`src/rtl/pulse_stretcher_pkg.sv`:
```
// Shared types and default sizing for the pulse stretcher.
package pulse_stretcher_pkg;

  typedef enum logic [1:0] {
    IDLE = 2'd0,
    ON   = 2'd1,
    OFF  = 2'd2
  } state_e;

  localparam int DEF_ON_CYCLES  = 8;
  localparam int DEF_OFF_CYCLES = 8;
  localparam int DEF_CNT_W      = 4;
  localparam int DEF_PEND_W     = 3;

endpackage

```
`src/rtl/rise_detect.sv`:
```
// Registered rising-edge detector; rise is high on the cycle d first reads 1.
module rise_detect (
  input  logic clk,
  input  logic rst,
  input  logic d,
  output logic rise
);

  logic prev_q;

  always_ff @(posedge clk or posedge rst) begin
    if (rst) prev_q <= 1'b0;
    else     prev_q <= d;
  end

  assign rise = d & ~prev_q;

endmodule

```
`src/rtl/pulse_stretcher.sv`:
```
// Stretches single-cycle events into ON/OFF level pulses, queuing events that arrive mid-pulse.
// Define STRETCH_EDGE_DETECT_EN to count only 0->1 transitions of pulse_in as events.
module pulse_stretcher
  import pulse_stretcher_pkg::*;
#(
  parameter int ON_CYCLES  = DEF_ON_CYCLES,
  parameter int OFF_CYCLES = DEF_OFF_CYCLES,
  parameter int CNT_W      = DEF_CNT_W,
  parameter int PEND_W     = DEF_PEND_W
) (
  input  logic              clk,
  input  logic              rst,
  input  logic              pulse_in,
  output logic              stretched_out,
  output logic              busy,
  output logic [PEND_W-1:0] pending,
  output logic              overflow
);

  localparam logic [CNT_W-1:0]  ON_LAST  = CNT_W'(ON_CYCLES - 1);
  localparam logic [CNT_W-1:0]  OFF_LAST = CNT_W'(OFF_CYCLES - 1);
  localparam logic [PEND_W-1:0] PEND_MAX = {PEND_W{1'b1}};

  logic ev;

`ifdef STRETCH_EDGE_DETECT_EN
  rise_detect u_rise (
    .clk  (clk),
    .rst  (rst),
    .d    (pulse_in),
    .rise (ev)
  );
`else
  assign ev = pulse_in;
`endif

  state_e            state_q, state_d;
  logic [CNT_W-1:0]  cnt_q, cnt_d;
  logic [PEND_W-1:0] pend_q, pend_d;
  logic              ovf_q, ovf_d;
  logic              out_q, busy_q;
  logic              enq;

  always_comb begin
    state_d = state_q;
    cnt_d   = cnt_q;
    pend_d  = pend_q;
    ovf_d   = ovf_q;
    enq     = 1'b0;
    case (state_q)
      IDLE: begin
        if (ev) begin
          state_d = ON;
          cnt_d   = '0;
        end
      end
      ON: begin
        enq = ev;
        if (cnt_q == ON_LAST) begin
          state_d = OFF;
          cnt_d   = '0;
        end else begin
          cnt_d = cnt_q + 1'b1;
        end
      end
      OFF: begin
        if (cnt_q == OFF_LAST) begin
          cnt_d = '0;
          // A coincident event replaces the dequeued one, so pending is left alone.
          if (pend_q != '0) begin
            state_d = ON;
            if (!ev) pend_d = pend_q - 1'b1;
          end else if (ev) begin
            state_d = ON;
          end else begin
            state_d = IDLE;
          end
        end else begin
          cnt_d = cnt_q + 1'b1;
          enq   = ev;
        end
      end
      default: begin
        state_d = IDLE;
        cnt_d   = '0;
      end
    endcase
    if (enq) begin
      if (pend_q == PEND_MAX) ovf_d = 1'b1;
      else                    pend_d = pend_q + 1'b1;
    end
  end

  always_ff @(posedge clk or posedge rst) begin
    if (rst) begin
      state_q <= IDLE;
      cnt_q   <= '0;
      pend_q  <= '0;
      ovf_q   <= 1'b0;
      out_q   <= 1'b0;
      busy_q  <= 1'b0;
    end else begin
      state_q <= state_d;
      cnt_q   <= cnt_d;
      pend_q  <= pend_d;
      ovf_q   <= ovf_d;
      out_q   <= (state_d == ON);
      busy_q  <= (state_d != IDLE);
    end
  end

  assign stretched_out = out_q;
  assign busy          = busy_q;
  assign pending       = pend_q;
  assign overflow      = ovf_q;

endmodule

```
`config.mk`:
```
export PLATFORM = sky130hd
export DESIGN_NAME = pulse_stretcher
export DESIGN_NICKNAME = d
export VERILOG_FILES = /design/src/rtl/pulse_stretcher_pkg.sv /design/src/rtl/rise_detect.sv /design/src/rtl/pulse_stretcher.sv
export SDC_FILE = /design/constraint.sdc
export NUM_CORES = 1
export LEC_CHECK = 0
export CORE_ASPECT_RATIO = 1.1
export CORE_MARGIN = 2
export CORE_UTILIZATION = 50
export CTS_BUF_LIST = sky130_fd_sc_hd__clkbuf_4 sky130_fd_sc_hd__clkbuf_8 sky130_fd_sc_hd__clkbuf_16
export DETAILED_ROUTE_END_ITERATION = 10
export PLACE_DENSITY = 0.73
export SLEW_MARGIN = 10
export SYNTH_ARGS = -nofsm -noshare
export SYNTH_HDL_FRONTEND = slang
export SYNTH_SLANG_ARGS = --single-unit
export TNS_END_PERCENT = 10
```
`constraint.sdc`:
```
create_clock -name clk -period 4.1 [get_ports clk]
set_clock_uncertainty 0.05 [all_clocks]
set_input_delay 0.615 -clock clk [delete_from_list [all_inputs] [get_ports clk]]
set_output_delay 0.615 -clock clk [all_outputs]
set_load 0.005 [all_outputs]
```
==> flow_metrics.tcl <==
set metrics [dict create \
    end_kind "register" \
    htreeDepth 1 \
    grt_overflow 0 \
    ys_ff_latch 12 \
    path_buf_inv 1 \
    clock_power_share_pct 12.4 \
    io_buffer_count 8 \
    cp.depth 4 \
    cts-buffers-inserted 3 \
    fp.dieW_um 41.13 \
    crit_type "in -> reg" \
    maxCapViolations 0 \
    worst_slack_ps 2079 \
    synthAdderAreaFrac_pct 14.85 \
    areaGrowthSynthToFinish_pct 16.17 \
    diodes 0 \
    dp_hpwl_um 1084 \
    cts_tree "yes" \
    power.density_nw_per_um2 656.8 \
    io_pins 9 \
    p_sw_mw 0.2195 \
    placed_area_um2 858.3 \
    report.power.total_mw 0.5786 \
    max_freq_mhz 494.7 \
    drt-initial-drc-count 2 \
    holdBufCountCts 0 \
    final_cell_mix "12 x dfrtp_1, 9 x nand2_1, 9 x ha_1" \
    finalSetupViolations 0 \
    num_rows 14 \
    ctsRootBufferMaster "clkbuf_4" \
    fillers 122 \
    synth-simple-area-share_pct 23.93 \
    finalNetCount 103 \
    hold_class "reg -> reg" \
    insertion_delay_ps 270 \
    synth_xor_area_share_pct 1.155 \
    rsz0062_at_grt "no" \
    tightestPinTransition_ps 478.7 \
    start_kind "input port" \
    grt_pass1_vias 599 \
    vias 599 \
    cp_slowest_cell "clkdlybuf4s50_1" \
    wl_per_cell_um 13.04 \
    syn_area_um2 758.2 \
    hold_violations 0 \
    avgViaCountPerCell 5.705 \
    utilization_pct 62.86 \
    crit_family "buffers and inverters" \
    yosys_warnings 0 \
    p_comb_share_pct 50.6 \
    p_leak_nw 0.4299 \
    gp_congestion 0.7804 \
    grt_usage_pct 19.53 \
    drc 0 \
    critPathMaxStageDelay_ps 600 \
    synth_cell_type_count 24 \
    cts_resized 0 \
    required_ps 4210 \
    place_ws_ps 1805 \
    maxSlewHeadroom_pct 68.05 \
    drtAntennaViolNets 0 \
    synthesis.nets 90 \
    dieHeight_um 44.84 \
    crit_path_cell_trace "clkdlybuf4s50_1, o211ai_1, a311oi_2, mux2_2" \
    grt_pass1_wl_um 2366 \
    clock-sinks 12 \
    cts_setup_buffers 0 \
    ir_worst_vdd_v 0.0003882 \
    final_common_cell "dfrtp_1" \
    period_share_pct 49.30 \
    dr.pass1.iters 4 \
    final_area_um2 880.8 \
    internal_power_mw 0.3591 \
    wl_um 1369 \
    die-area_um2 1844 \
    ctsLongestPathBuffers 2 \
    cp_max_fo 8 \
    netSwitchingFraction_pct 37.93 \
    grt_max_degree 13 \
    status "finished, final reports clean" \
    synthCells 78 \
    synth_compound_area_share_pct 14.52 \
    synth_mux_area_share_pct 2.970 \
    synth_top_family_by_area "simple AND/OR/NAND/NOR gates" \
    seq_area_frac_synth_pct 39.60 \
    r2r_cells 5 \
    drive_gt1_share_pct 10.11 \
    hold_depth 1 \
    min_period_ps 2021 \
    syn_area_per_cell_um2 9.721 \
    start_util_pct 54.11 \
    setup_tns_ps 0 \
    arrival_ps 2130 \
    p_seq_share_pct 37.0 \
    path_clk_slew_ps 70 \
    antenna_found_initial 0 \
    core_um2 1401 \
    drv_slew 0 \
]
==> sequential cells by signal, summed over array words and instances (netlist names) <==
name           flops
pending            3
overflow           1
busy               1
state_q            2
stretched_out      1
cnt_q              4
==> per-layer routing <==
metal,up-vias,routed length [um],track usage (%)
met3,2,34,5.911
li1,298,-,-
met2,7,687,28.75
met4,0,25,11.61
met1,292,622,24.60
met5,-,0,0
==> power groups by stage <==
stage               logic (mW)  clock network (mW)  registers [mW]
floorplan                0.189                   0           0.212
global placement         0.285                   0           0.214
detailed placement       0.296                   0           0.217
finish                   0.293              0.0716           0.214
global route             0.333              0.0788           0.223
CTS                      0.297              0.0742           0.215
==> stage by stage <==
step                hold slack (ps)  std cells
floorplan                     415.6         78
global placement              415.9        102
detailed placement            422.6        102
CTS                           438.8        105
global route                  466.7        105
finish                        438.1        105
==> path summary, 6_finish.rpt <==
kind	startpoint	endpoint	slack, ps
max reg2reg	state_q[0]	pending[2]	2120
min	overflow	overflow	440
max in group asynchronous	rst	cnt_q[1]	3070
min reg2reg	overflow	overflow	440
max	pulse_in	pending[2]	2080
min in group asynchronous	rst	stretched_out	610
==> synthesized netlist by cell type <==
| cell | instances | area, um2 |
|---|---|---|
| a211o_1 | 1 | 8.760 |
| a21oi_1 | 2 | 10.01 |
| a311oi_2 | 1 | 15.01 |
| a31oi_1 | 2 | 12.51 |
| and3b_1 | 1 | 8.760 |
| and4b_1 | 1 | 10.01 |
| dfrtp_1 | 12 | 300.3 |
| ha_1 | 9 | 112.6 |
| inv_1 | 6 | 22.52 |
| mux2_2 | 2 | 22.52 |
| nand2_1 | 9 | 33.78 |
| nand2b_1 | 3 | 18.77 |
| nand3_1 | 7 | 35.03 |
| nand3b_4 | 1 | 20.02 |
| nor2_1 | 4 | 15.01 |
| nor2b_1 | 3 | 18.77 |
| nor3_1 | 3 | 15.01 |
| o211ai_1 | 1 | 7.510 |
| o21a_1 | 1 | 7.510 |
| o21ai_0 | 5 | 25.02 |
| o21bai_1 | 1 | 7.510 |
| o32ai_2 | 1 | 16.27 |
| or2_2 | 1 | 6.260 |
| xnor2_1 | 1 | 8.760 |
==> cell families (layout without fill, tap and decap cells) <==
| group | Yosys count | count (layout) |
|---|---|---|
| xor gates and xnor gates | 1 | 1 |
| and+or+nand+nor | 33 | 33 |
| buffers and inverters | 6 | 17 |
| adders and majority gates | 9 | 9 |
| DFF | 12 | 12 |
| AOI/OAI and AO/OA | 15 | 15 |
| muxes | 2 | 2 |
==> final cells by class <==
cell class	count	area (um2)	area share [%]
clock buffers	3	22.52	2.557
inverters	6	22.52	2.557
multi-input cells	60	435.4	49.43
flip-flops and latches	12	300.3	34.09
well taps	16	20.02	2.273
repair buffers	8	80.08	9.091
(Power assumes the default switching activity.)
